$ cat src/rtl/mo_pixel_shifter.sv
`default_nettype none
// +--------------------------------------------------------------------------+
// | Module   : mo_pixel_shifter                                              |
// | Purpose  : Serialises 4-plane 8-pixel graphics slices into palette+pixel |
// |            words for the MO line buffer. Optional macro                  |
// |            MO_SHIFT_HOLD_REG_EN adds a one-deep slice hold register.     |
// | Revision : 1.0 - initial release                                         |
// +--------------------------------------------------------------------------+
module mo_pixel_shifter (
    input  logic        MCKR,
    input  logic        RESET,
    input  logic        GLD_b,
    input  logic [31:0] MGRD,
    input  logic        MOHFLIP,
    input  logic [2:0]  MOPAL,
    output logic [6:0]  MOSR,
    output logic        MOACT,
    output logic        READY,
    output logic        OVR
);

    typedef enum logic [0:0] {
        ST_IDLE  = 1'b0,
        ST_SHIFT = 1'b1
    } state_t;

    typedef struct packed {
        logic [2:0]  pal;
        logic        flip;
        logic [31:0] data;
    } slice_t;

    localparam logic [6:0] C_IDLE_SR = 7'b000_1111;

    state_t     r_state;
    state_t     w_state_nxt;
    logic [2:0] r_cnt;
    logic [2:0] w_cnt_nxt;
    slice_t     r_sh;
    slice_t     w_sh_nxt;
    logic       r_ovr;
    logic       w_ovr_nxt;

    slice_t     w_in;
    logic       w_load;
    logic       w_last;
    logic       w_ready;
    logic       w_accept;
    logic [2:0] w_bit;
    logic [3:0] w_pix;

`ifdef MO_SHIFT_HOLD_REG_EN
    slice_t     r_hold;
    slice_t     w_hold_nxt;
    logic       r_hold_vld;
    logic       w_hold_vld_nxt;
`endif

    assign w_in   = '{pal: MOPAL, flip: MOHFLIP, data: MGRD};
    assign w_load = ~GLD_b;
    assign w_last = (r_state == ST_SHIFT) && (r_cnt == 3'd7);

`ifdef MO_SHIFT_HOLD_REG_EN
    // At LAST the hold slice moves into the shifter, so the hold slot frees up.
    assign w_ready = ~r_hold_vld | w_last;
`else
    assign w_ready = (r_state == ST_IDLE) | w_last;
`endif

    assign w_accept = w_load & w_ready;

    always_comb begin
        w_state_nxt = r_state;
        w_cnt_nxt   = r_cnt;
        w_sh_nxt    = r_sh;
        w_ovr_nxt   = r_ovr | (w_load & ~w_ready);
`ifdef MO_SHIFT_HOLD_REG_EN
        w_hold_nxt     = r_hold;
        w_hold_vld_nxt = r_hold_vld;
`endif
        case (r_state)
            ST_IDLE: begin
                if (w_accept) begin
                    w_sh_nxt    = w_in;
                    w_cnt_nxt   = 3'd0;
                    w_state_nxt = ST_SHIFT;
                end
            end
            ST_SHIFT: begin
                w_cnt_nxt = r_cnt + 3'd1;
                if (w_last) begin
`ifdef MO_SHIFT_HOLD_REG_EN
                    if (r_hold_vld) begin
                        w_sh_nxt       = r_hold;
                        w_hold_vld_nxt = w_accept;
                        if (w_accept) begin
                            w_hold_nxt = w_in;
                        end
                    end else if (w_accept) begin
                        w_sh_nxt = w_in;
                    end else begin
                        w_state_nxt = ST_IDLE;
                    end
`else
                    if (w_accept) begin
                        w_sh_nxt = w_in;
                    end else begin
                        w_state_nxt = ST_IDLE;
                    end
`endif
                end
`ifdef MO_SHIFT_HOLD_REG_EN
                else if (w_accept) begin
                    w_hold_nxt     = w_in;
                    w_hold_vld_nxt = 1'b1;
                end
`endif
            end
            default: begin
                w_state_nxt = ST_IDLE;
            end
        endcase
    end

    always_ff @(posedge MCKR) begin
        if (RESET) begin
            r_state <= ST_IDLE;
            r_cnt   <= 3'd0;
            r_sh    <= '0;
            r_ovr   <= 1'b0;
        end else begin
            r_state <= w_state_nxt;
            r_cnt   <= w_cnt_nxt;
            r_sh    <= w_sh_nxt;
            r_ovr   <= w_ovr_nxt;
        end
    end

`ifdef MO_SHIFT_HOLD_REG_EN
    always_ff @(posedge MCKR) begin
        if (RESET) begin
            r_hold     <= '0;
            r_hold_vld <= 1'b0;
        end else begin
            r_hold     <= w_hold_nxt;
            r_hold_vld <= w_hold_vld_nxt;
        end
    end
`endif

    // Unflipped slices emit the MSB of each plane first.
    assign w_bit = r_sh.flip ? r_cnt : (3'd7 - r_cnt);
    assign w_pix = {r_sh.data[{2'd3, w_bit}], r_sh.data[{2'd2, w_bit}],
                    r_sh.data[{2'd1, w_bit}], r_sh.data[{2'd0, w_bit}]};

    assign MOACT = (r_state == ST_SHIFT);
    assign MOSR  = MOACT ? {r_sh.pal, w_pix} : C_IDLE_SR;
    assign READY = w_ready;
    assign OVR   = r_ovr;

endmodule
`default_nettype wire

$ cat config.mk
export PLATFORM = sky130hd
export DESIGN_NAME = mo_pixel_shifter
export DESIGN_NICKNAME = d
export VERILOG_FILES = /design/src/rtl/mo_pixel_shifter.sv
export SDC_FILE = /design/constraint.sdc
export NUM_CORES = 1
export LEC_CHECK = 0
export ABC_AREA = 1
export BUFFER_PORTS_ARGS = -buffer_cell sky130_fd_sc_hd__buf_2
export CAP_MARGIN = 20
export CORE_MARGIN = 1.5
export CORE_UTILIZATION = 50
export DETAILED_ROUTE_END_ITERATION = 16
export GPL_TIMING_DRIVEN = 0
export PLACE_DENSITY = 0.76
export SYNTH_ARGS = -nofsm -noshare
export SYNTH_HDL_FRONTEND = slang
export SYNTH_SLANG_ARGS = --single-unit
export TNS_END_PERCENT = 20
$ cat constraint.sdc
create_clock -name MCKR -period 2.1 [get_ports MCKR]
set_input_delay 0.21 -clock MCKR [delete_from_list [all_inputs] [get_ports MCKR]]
set_output_delay 0.21 -clock MCKR [all_outputs]
set_load 0.02 [all_outputs]
; ---- Word-level counts from Yosys, hierarchy flattened
; Cells that the tools add are included.
[classes]
n_addsub = 2
multipliers = 0
div_mod_pow = 0
n_lt_le_gt_ge = 4
eq_ne = 3
shifts = 0
n_mux = 18
n_bitwise = 7
n_reduce_logical = 1
[op_table]
columns = op, n
row1 = 2-to-1 mux 36 bit, 2
row2 = case mux 36 bit (2 select lines), 1
row3 = binary-select mux 1 bit (select 3 bit), 4
row4 = < comparator 5 x 6 -> 1 bit (second input constant), 2
row5 = 2-to-1 mux 7 bit, 1
row6 = < comparator 3 x 6 -> 1 bit (second input constant), 1
row7 = < comparator 4 x 6 -> 1 bit (second input constant), 1
row8 = 2-to-1 mux 1 bit, 6
row9 = 2-to-1 mux 3 bit, 2
row10 = case mux 3 bit (2 select lines), 1
row11 = adder 3 x 1 -> 3 bit (second input constant), 1
row12 = equality test 3 bit (second input constant), 1
row13 = NOT 1 bit, 3
row14 = subtractor 3 bit (first input constant), 1
row15 = bitwise AND 1 bit, 2
row16 = != test 2 x 1 -> 1 bit (second input constant), 1
row17 = != test 2 bit (second input constant), 1
row18 = bitwise OR 1 bit, 2
row19 = case mux 1 bit (2 select lines), 1
row20 = logical AND 1 bit, 1
[totals]
register_bits = 41
latchBits = 0
ramBits = 0
romBits = 0
input_bits = 39
word_cells = 41
mem_count = 0

; ---- Longest topological paths before layout
; Gate-level depths: netlist of the first run.
[logic_depth]
word_depth = 7
depth_mapped = 9
ltp_nobuf = 7

; ---- Worst setup path after synthesis of the first run
; OpenSTA, ideal clock, no wires.
[synth_timing]
path_type = reg2reg
startpoint = reg r_cnt[0]
endpoint = reg r_sh[0] (netlist name)
t_arrival_ns = 1.443
slack_ns = 0.541
path_stages_with_launch = 10
path_buffers = 2
synth_period_minus_slack_ns = 1.559
path_cell_list = dfxtp_1 ha_1 ha_1 or2_4 nand2_4 buf_8 inv_6 buf_6 nor2_2 nor2_1
[synth_via]
elab_chain_cells = 7
word_cells_on_any_way = 8
classes_between = eq/ne: 2 / mux: 3 / bitwise: 2 / reduce/logical: 1
[synth_lines]
columns = element, line_no
row1 = start: declaration, 37  ; logic [2:0] r_cnt;
row2 = start signal: assignment, 133  ; r_cnt <= w_cnt_nxt;
row3 = equality test 3 bit (*), 61  ; assign w_last = (r_state == ST_SHIFT) && (r_cnt == 3'd7);
row4 = logical AND 1 bit (*), 61
row5 = bitwise OR 1 bit (*), 67  ; assign w_ready = (r_state == ST_IDLE) | w_last;
row6 = net READY, 18  ; output logic READY,
row7 = bitwise AND 1 bit (*), 70  ; assign w_accept = w_load & w_ready;
row8 = 2-to-1 mux 36 bit (*), -
row9 = 2-to-1 mux 36 bit, -
row10 = case mux 36 bit (2 select lines) (*), -
row11 = end signal: assignment, 134  ; r_sh <= w_sh_nxt;
row12 = end: declaration, 39  ; slice_t r_sh;
; Mark *: on every way through the listed nets, which the timed path passes. The rest lies on a longest branch. The select of a mux whose other input is x is not followed.
; A chain may end at the register's enable or synchronous reset.

; ---- Worst setup path in the final report of the first run
[layout_timing]
startpoint = reg r_sh[32] (netlist name)
endpoint = out MOSR[3]
[layout_via]
elab_chain_cells = 4
[layout_lines]
columns = element, line_no
row1 = 2-to-1 mux 3 bit, 152  ; assign w_bit = r_sh.flip ? r_cnt : (3'd7 - r_cnt);
row2 = binary-select mux 1 bit (select 3 bit), 153  ; assign w_pix = {r_sh.data[{2'd3, w_bit}], r_sh.data[{2'd2, w_bit}],
row3 = 2-to-1 mux 1 bit (implied by the code), 153
row4 = 2-to-1 mux 7 bit, 157  ; assign MOSR = MOACT ? {r_sh.pal, w_pix} : C_IDLE_SR;
row5 = end: declaration, 16  ; output logic [6:0] MOSR,
; No other way between the ends. The select of a mux whose other input is x is not followed.

==> results of run 1 <==
## final timing paths
| path | to | slack, ps | cells after the start |
|---|---|---|---|
| hold reg to reg | OVR$_SDFF_PP0_ | 460 | 1 |
| setup / recovery | MOSR[3] | 80 | 7 |
| setup reg to reg | r_sh[7]$_SDFFE_PP0P_ | 440 | 9 |
| hold / removal | r_sh[31]$_SDFFE_PP0P_ | 140 | 3 |
## kinds of logic (layout without fill, tap and decap cells)
| family | Yosys count | count (layout) | synth area share [%] |
|---|---|---|---|
| buf+inv | 26 | 82 | 8.493 |
| fa+ha+maj | 2 | 2 | 1.287 |
| flops | 41 | 41 | 42.21 |
| compound gates | 43 | 43 | 11.33 |
| simple gates | 149 | 149 | 36.23 |
| xor+xnor | 1 | 1 | 0.4505 |
## flip-flops by register name, summed over array words and instances (netlist names)
signal and flops:
r_sh 36, OVR 1, MOACT 1, r_cnt 3
## per-stage QoR
stage | total power, mW | setup slack, ps | cells | instance area, sq um
final | 1.918 | 77.55 | 366 | 2372
after global routing | 2.005 | 6.668 | 366 | 2372
after CTS | 1.914 | 4.223 | 366 | 2365
after detailed placement | 1.265 | 321.7 | 358 | 2245
after global placement | 1.257 | 344.8 | 358 | 2245
after floorplan | 1.151 | 540.9 | 262 | 1944
## power by group
group	leakage [nW]	internal [mW]	switching, mW	total [mW]
Combinational	0.667	0.154	0.221	0.375
Clock	0.0574	0.387	0.277	0.664
Sequential	0.339	0.837	0.0413	0.879
Total	1.06	1.38	0.540	1.92
## per-layer routing
metal | wire (um) | global-route usage (%)
met1 | 2043 | 28.71
met2 | 2128 | 36.73
met3 | 183 | 4.281
met4 | 81 | 10.68
met5 | 0 | 0
## critical path, stage by stage, from the launching register on
cell	delay, ps
dfxtp_1	350
nand2_1	130
clkbuf_1	390
nand3_1	130
nand3_1	110
nand3_1	100
nand3_1	130
buf_2	170
## cell usage in the layout (no fill, tap or decap), types with 5 or more instances in the layout
cell type,netlist,final
a21oi_1,5,5
buf_2,2,49
buf_6,6,6
clkbuf_8,0,6
dfxtp_1,41,41
inv_1,9,8
nand2_1,30,29
nand3_1,46,46
nor2_1,41,41
nor2_2,30,30
o21ai_0,22,22
o21ai_1,14,14
## layout make-up
type                    instances  area, sq um
multi-input cells             195        960.9
clock inverters                 2        37.54
inverters                      12        55.05
repair buffers                 48        240.2
fillers                       373         1316
well taps                      48        60.06
plain buffers                  14        115.1
clock buffers                   6        82.58
flip-flops and latches         41        820.8
==> flow_metrics.tcl, run 1 <==
set metrics [dict create \
    crit_path_start "r_sh[32]$_SDFFE_PP0P_" \
    die_height_um 65.36 \
    synthCells 262 \
    path_clk_slew_ps 80 \
    drtPass1Iterations 4 \
    die_area_sq_um 4272 \
    reg2reg_from "r_cnt[0]$_SDFFE_PP0P_" \
    grt_pass1_vias 1690 \
    setup_viol 0 \
    drt_iter0_markers 77 \
    rsz0062_at_grt "false" \
    synth_area_sq_um 1944 \
    p_leak_nw 1.064 \
    ys_warn_count 0 \
    tritoncts "done" \
    ios 49 \
    period_share_pct 96.31 \
    synth-edff-count 0 \
    ys.flop_type "dfxtp_1" \
    drive_above_1_share_pct 32.39 \
    antenna_found_initial 0 \
    crit_type "flip-flop to output pin" \
    timing.hold.ws_ps 139.9 \
    hold_viol 0 \
    insertion_delay_ps 300 \
    post_cts_resized 0 \
    clock-sinks 41 \
    design.core.area_sq_um 3689 \
    path_max_fanout 10 \
    port-buffer-count 48 \
    synth_area_leaders "dfxtp_1 (42%), nand3_1 (12%), nor2_2 (9.7%)" \
    yosysMostFrequentCell "nand3_1" \
    min_from "MGRD[31]" \
    min_path_type "primary input to flip-flop" \
    syn2layout_area_growth_pct 22.01 \
    yosys_register_bits 41 \
    clockBufferDepth 2 \
    ys_seq_area_share_pct 42.21 \
    ir_drop_mv 0.4808 \
    route.detailed.drc 0 \
    fin_crit_ps 2022 \
    critPathLaunchType "flip-flop" \
    syn_area_per_cell_sq_um 7.421 \
    tightestPinTransition_ps 459.0 \
    grt_max_degree 14 \
    syn-num-nets 303 \
    fin_util_pct 64.31 \
    hold_buffers 0 \
    cts_setup_buffers 0 \
    htreeDepth 2 \
    diodes 0 \
    synth_top_area_share_pct 42.21 \
    maxCapViolCount 0 \
    cts_buffers 5 \
    initial_core_util_pct 52.71 \
    tns_ps 0 \
    grtUsageTotal_pct 22.55 \
    endpoint_kind "output pin" \
    place_congestion 0.8247 \
    fmax_ghz 0.4944 \
    dpl.hpwl_um 3112 \
    routed_via_density 5.025 \
    cts_root_buf "clkbuf_8" \
    required_ps 1890 \
    wl_per_cell_um 12.12 \
    skew_ps 7.315 \
    die_w_um 65.36 \
    slew-limit-headroom_pct 69.30 \
    routed_wl_um 4436 \
    num_vias 1839 \
    synth_top_area_cell "dfxtp_1" \
    grt_pass1_wl_um 7376 \
    rows 22 \
    ant_nets 0 \
    async_reset_ff_share_pct 0 \
    slew_violations 0 \
    synth_cell_type_count 23 \
    fin_nets 358 \
    power_per_cell_area_nw_per_um2 808.4 \
    arrival_ps 1810 \
    synth_commonest_cells "nand3_1 (46), dfxtp_1 (41), nor2_1 (41), nand2_1 (30), nor2_2 (30)" \
    status "completed" \
    gr-total-overflow 0 \
]
(Power assumes the default switching activity.)
==> run 2: changes to the inputs <==
--- a/config.mk
+++ b/config.mk
@@ -8,6 +8,7 @@
 export ABC_AREA = 1
 export BUFFER_PORTS_ARGS = -buffer_cell sky130_fd_sc_hd__buf_2
 export CAP_MARGIN = 20
+export CORE_ASPECT_RATIO = 0.8
 export CORE_MARGIN = 1.5
 export CORE_UTILIZATION = 50
 export DETAILED_ROUTE_END_ITERATION = 16
==> flow_metrics.tcl, run 2 (synthesis gave the netlist of run 1 again) <==
set metrics [dict create \
    ios 49 \
    rr_worst_depth 9 \
    fillerInstances 357 \
    fin_crit_ps 1946 \
    endpoint_kind "output pin" \
    routed_via_density 5.025 \
    clock-sinks 41 \
    rows 20 \
    die_w_um 72.72 \
    fin_util_pct 62.63 \
    path_delay_family "XOR/XNOR gates" \
    regMostFlops "r_sh" \
    grt_pass1_vias 1671 \
    gr-total-overflow 0 \
    reg.largest.list "r_sh: 36 flops, r_cnt: 3 flops" \
    critPathLaunchType "flip-flop" \
    cp_common_cell "nand3_1" \
    grt_pass1_wl_um 7514 \
    min_from "RESET" \
    cts_root_buf "clkbuf_8" \
    drtPass1Iterations 4 \
    power_per_cell_area_nw_per_um2 772.6 \
    syn2layout_area_growth_pct 20.91 \
    design.core.area_sq_um 3754 \
    path_clk_slew_ps 80 \
    dpl.hpwl_um 3074 \
    antenna_found_initial 0 \
    power_mw 1.816 \
    insertion_delay_ps 300 \
    fmax_ghz 0.5139 \
    tns_ps 0 \
    place_congestion 0.8177 \
    regToRegSetupSlack_ps 460 \
    wl_per_cell_um 12.17 \
    slew-limit-headroom_pct 65.90 \
    layout_common_cells "buf_2 (49), nand3_1 (46), nor2_1 (41)" \
    worstHoldEndpoint "r_cnt[2]$_SDFFE_PP0P_" \
    port-buffer-count 48 \
    skew_ps 5.248 \
    largest_register_ff_count 36 \
    maxCapViolCount 0 \
    routed_wl_um 4405 \
    path_max_fanout 5 \
    r2r_end "r_sh[2]$_SDFFE_PP0P_" \
    rsz0062_at_grt "false" \
    hold_depth 2 \
    period_share_pct 92.66 \
    slew_violations 0 \
    die_height_um 58.78 \
    tritoncts "done" \
    ir_drop_mv 0.3711 \
    setup_viol 0 \
    critPathMaxStageDelay_ps 450 \
    ant_nets 0 \
    stdcell_area_sq_um 2351 \
    worst_path_max_delay_cell "xor2_1" \
    required_ps 1890 \
    diodes 0 \
    reg2reg_from "r_cnt[0]$_SDFFE_PP0P_" \
    num_vias 1819 \
    initial_core_util_pct 51.80 \
    p_leak_nw 1.063 \
    htreeDepth 2 \
    drive_above_1_share_pct 33.02 \
    tightestPinTransition_ps 509.7 \
    die_area_sq_um 4274 \
    final_common_cell "buf_2" \
    min_path_type "primary input to flip-flop" \
    crit_type "flip-flop to output pin" \
    status "completed" \
    grtUsageTotal_pct 23.20 \
    route.detailed.drc 0 \
    drt_iter0_markers 91 \
    arrival_ps 1740 \
    clockBufferDepth 2 \
    grt_max_degree 13 \
    fin_nets 358 \
    cp.buffers_inverters 2 \
    dpl_cell_area_sq_um 2240 \
    cts_buffers 5 \
    worstPathCellList "xor2_1 > inv_1 > nand3_1 > nand3_1 > buf_2" \
    hold_viol 0 \
]
## run 2: cell types whose count changed in the layout (fill, tap and decap cells not counted)
cell	before	now
clkinvlp_4	1	0
clkbuf_2	1	2
bufinv_16	1	0
dfxtp_2	0	1
clkinv_2	0	1
dfxtp_1	41	40
clkbuf_1	4	3
clkbuf_8	6	7
## run 2: how the worst max path moves through the flow
stage	cells past startpoint	startpoint	end
finish	5	r_cnt[2]$_SDFFE_PP0P_	MOSR[1]
global route	9	r_cnt[0]$_SDFFE_PP0P_	MOSR[1]
CTS	8	r_sh[32]$_SDFFE_PP0P_	MOSR[1]
detailed placement	8	r_sh[32]$_SDFFE_PP0P_	MOSR[2]
global placement	8	r_sh[32]$_SDFFE_PP0P_	MOSR[2]
floorplan	9	r_cnt[0]$_SDFFE_PP0P_	r_sh[0]$_SDFFE_PP0P_
## run 2: layout make-up
class	instances	area [sq um]	area share (%)
buffer	14	116.4	4.949
clock buffer	7	96.34	4.098
clock inverter	1	5.005	0.2129
inverter	12	55.05	2.342
multi-input combinational	195	960.9	40.87
sequential	41	822.0	34.97
tap	44	55.05	2.342
timing repair buffer	48	240.2	10.22
## run 2: power by group
part           internal [mW]  switching, mW
clock network          0.297          0.267
registers              0.838         0.0410
logic                  0.154          0.220
total                   1.29          0.528
## run 2: timing repair
action                                  in CTS  in global routing
gates resized for setup                      1                  6
hold buffers                                 0                  0
setup buffers                                0                  0
endpoints found under the setup margin       2                  4
pin swaps                                    0                  0
gates cloned                                 0                  0
## run 2: metal layers
metal | wire length (um) | share of wire (%) | global-route usage [%] | up-vias
met4 | 79 | 1.8 | 9.704 | 0
met2 | 1887 | 43 | 36.04 | 57
met5 | 0 | 0 | 0 | -
met1 | 2139 | 49 | 31.53 | 787
li1 | - | - | - | 968
met3 | 298 | 6.8 | 4.795 | 7
## run 2: stage by stage
step	cells	hold WS, ps	setup WS, ps
2_1_floorplan	262	279.1	540.9
3_5_place_dp	354	448.1	324.5
4_1_cts	362	134.7	91.68
3_3_place_gp	354	441.8	350.3
5_1_grt	362	142.2	24.45
6_report	362	136.8	154.1
==> run 3: changes to the inputs <==
--- a/config.mk
+++ b/config.mk
@@ -5,7 +5,6 @@
 export SDC_FILE = /design/constraint.sdc
 export NUM_CORES = 1
 export LEC_CHECK = 0
-export ABC_AREA = 1
 export BUFFER_PORTS_ARGS = -buffer_cell sky130_fd_sc_hd__buf_2
 export CAP_MARGIN = 20
 export CORE_ASPECT_RATIO = 0.8
@@ -13,8 +12,8 @@
 export CORE_UTILIZATION = 50
 export DETAILED_ROUTE_END_ITERATION = 16
 export GPL_TIMING_DRIVEN = 0
-export PLACE_DENSITY = 0.76
+export PLACE_DENSITY = 0.75
 export SYNTH_ARGS = -nofsm -noshare
 export SYNTH_HDL_FRONTEND = slang
 export SYNTH_SLANG_ARGS = --single-unit
-export TNS_END_PERCENT = 20
+export TNS_END_PERCENT = 1
==> flow_metrics.tcl, run 3 <==
set metrics [dict create \
    p_comb_share_pct 17.8 \
    rsz0062_at_grt "true" \
    ir_drop_mv 0.4141 \
    synth-simple-area-share_pct 23.97 \
    rows 20 \
    synth_top_family_by_area "simple AND/OR/NAND/NOR gates" \
    ys.flop_type "dfxtp_1" \
    dpl.hpwl_um 3590 \
    grt_pass1_wl_um 8073 \
    hold_viol 0 \
    die_height_um 60.37 \
    ys_seq_area_share_pct 39.90 \
    maxCapViolCount 0 \
    synth-edff-count 0 \
    critPathLaunchType "flip-flop" \
    required_ps 1890 \
    syn2layout_area_growth_pct 21.23 \
    initial_core_util_pct 53.03 \
    htreeDepth 2 \
    gr-total-overflow 0 \
    syn_area_per_cell_sq_um 7.911 \
    synth_fa_ha_area_share_pct 1.217 \
    synth-compound-area-share_pct 19.53 \
    p_leak_nw 0.9904 \
    slew_violations 0 \
    largest_register_ff_count 36 \
    hold_depth 3 \
    hold_buffers 0 \
    routed_wl_um 4857 \
    design.core.area_sq_um 3879 \
    drtPass1Iterations 5 \
    insertion_delay_ps 310 \
    endpoint_kind "output pin" \
    layout_common_cells "nand2_1 (75), buf_2 (54), a21oi_1 (46)" \
    synth_area_sq_um 2057 \
    drive_above_1_share_pct 26.03 \
    fin_crit_ps 2096 \
    period_share_pct 99.82 \
    reg.largest.list "r_sh: 36 flops, r_cnt: 3 flops" \
    p_sw_uw 480.5 \
    diodes 0 \
    regToRegSetupSlack_ps 290 \
    wl_per_cell_um 13.13 \
    port-buffer-count 47 \
    place_inst 362 \
    power_mw 1.665 \
    grtUsageTotal_pct 24.47 \
    arrival_ps 1890 \
    grtUsageMet3_pct 7.309 \
    worstPathCellList "and2_2 > mux2i_4 > o22ai_1 > or3_1 > nand3_1 > buf_4" \
    grt_busiest_layer "met1" \
    antenna_found_initial 0 \
    die_area_sq_um 4510 \
    num_vias 1952 \
    synth_commonest_cells "nand2_1 (75), a21oi_1 (46), dfxtp_1 (41), nor2_1 (12), buf_2 (10)" \
    p_seq_share_pct 51.1 \
    clockBufferDepth 2 \
    fin_nets 355 \
    crit_type "flip-flop to output pin" \
    path_clk_slew_ps 80 \
    cts_buffers 5 \
    syn-num-nets 301 \
    worst_path_max_delay_cell "dfxtp_4" \
    tightestPinTransition_ps 521.3 \
    synth_top_area_cell "dfxtp_1" \
    synth_mux_area_share_pct 9.854 \
    skew_ps 9.203 \
    synth_cell_type_count 39 \
    pwr-share-clk_pct 31.1 \
    grt_max_degree 14 \
    setup_viol 0 \
    tritoncts "done" \
    yosys_register_bits 41 \
    drt_iter0_markers 153 \
    ios 49 \
    critPathMaxStageDelay_ps 380 \
    cts_root_buf "clkbuf_8" \
    final_common_cell "nand2_1" \
    clock-sinks 41 \
    place_congestion 0.8713 \
    min_path_type "primary input to flip-flop" \
    rr_worst_depth 8 \
    p_int_mw 1.185 \
    synth_top_area_share_pct 39.90 \
    die_w_um 74.71 \
    routed_via_density 5.276 \
    async_reset_ff_share_pct 0 \
    grt_pass1_vias 1681 \
    route.detailed.drc 0 \
    grt_use_met1_pct 36.30 \
    p_sw_share_pct 28.85 \
    synth_area_leaders "dfxtp_1 (40%), nand2_1 (14%), a21oi_1 (11%)" \
    synthCells 260 \
    power_per_cell_area_nw_per_um2 667.9 \
    fmax_ghz 0.4771 \
    use_met2_pct 33.67 \
    path_max_fanout 6 \
    status "completed" \
    synthXorXnorAreaFrac_pct 0 \
    fillerInstances 365 \
    yosysMostFrequentCell "nand2_1" \
    slew-limit-headroom_pct 65.25 \
    ys_warn_count 0 \
    final_cells 370 \
    regMostFlops "r_sh" \
    tns_ps 0 \
    ant_nets 0 \
]
[run 3: kinds of logic after synthesis]
| logic type | count (synthesis) |
|---|---|
| AOI/OAI and AO/OA | 69 |
| buffers and inverters | 22 |
| adders and majority gates | 2 |
| and+or+nand+nor | 113 |
| muxes | 13 |
| DFF | 41 |
[run 3: metrics by stage]
step | hold WS, ps | util (%) | setup slack (ps) | area [sq um]
5_1_grt | 122.5 | 64.29 | -41.79 | 2494
2_1_floorplan | 301.9 | - | 365.6 | 2057
3_5_place_dp | 442.7 | 60.87 | 253.7 | 2361
4_1_cts | 123.8 | 63.26 | 3.403 | 2454
6_report | 132.3 | 64.29 | 3.856 | 2494
3_3_place_gp | 436.3 | 60.87 | 283.9 | 2361
[run 3: worst paths after layout]
path	to	startpoint
setup / recovery	MOSR[1]	r_cnt[0]$_SDFFE_PP0P_
setup reg to reg	r_sh[1]$_SDFFE_PP0P_	r_cnt[0]$_SDFFE_PP0P_
hold / removal	r_sh[27]$_SDFFE_PP0P_	MGRD[27]
hold reg to reg	r_sh[33]$_SDFFE_PP0P_	r_sh[33]$_SDFFE_PP0P_
[run 3: what timing repair did]
action	CTS	global route
buffers inserted	0	0
pin swaps	1	2
endpoints found under the hold margin	0	0
setup endpoints to repair	4	4
gates resized for setup	3	15
[run 3: worst max-delay path: cells and delay by family (launching register included)]
family | cells | cell delay, ps
AOI/OAI and AO/OA | 1 | 100
buffers and inverters | 1 | 150
DFF | 1 | 380
muxes | 1 | 230
and+or+nand+nor | 3 | 710
[run 3: cell type report]
type | instances | area (sq um) | area share (%)
sequential | 41 | 828.3 | 33.22
inverter | 1 | 3.754 | 0.1505
multi-input combinational | 197 | 1142 | 45.81
clock buffer | 6 | 72.57 | 2.910
buffer | 21 | 125.1 | 5.018
timing repair buffer | 47 | 237.7 | 9.533
clock inverter | 2 | 15.01 | 0.6021
tap | 55 | 68.82 | 2.760
[run 3: metal layers]
layer	routed length, um	vias to the layer above
met3	352	7
met2	2043	60
met4	73	0
met5	0	-
met1	2387	878
li1	-	1007
[run 3: power groups by stage]
stage / combinational (mW) / clock (mW) / sequential, mW
2_1_floorplan: 0.197 / 0 / 0.862
3_3_place_gp: 0.281 / 0 / 0.868
3_5_place_dp: 0.286 / 0 / 0.870
4_1_cts: 0.288 / 0.530 / 0.852
5_1_grt: 0.331 / 0.573 / 0.859
6_report: 0.296 / 0.518 / 0.852
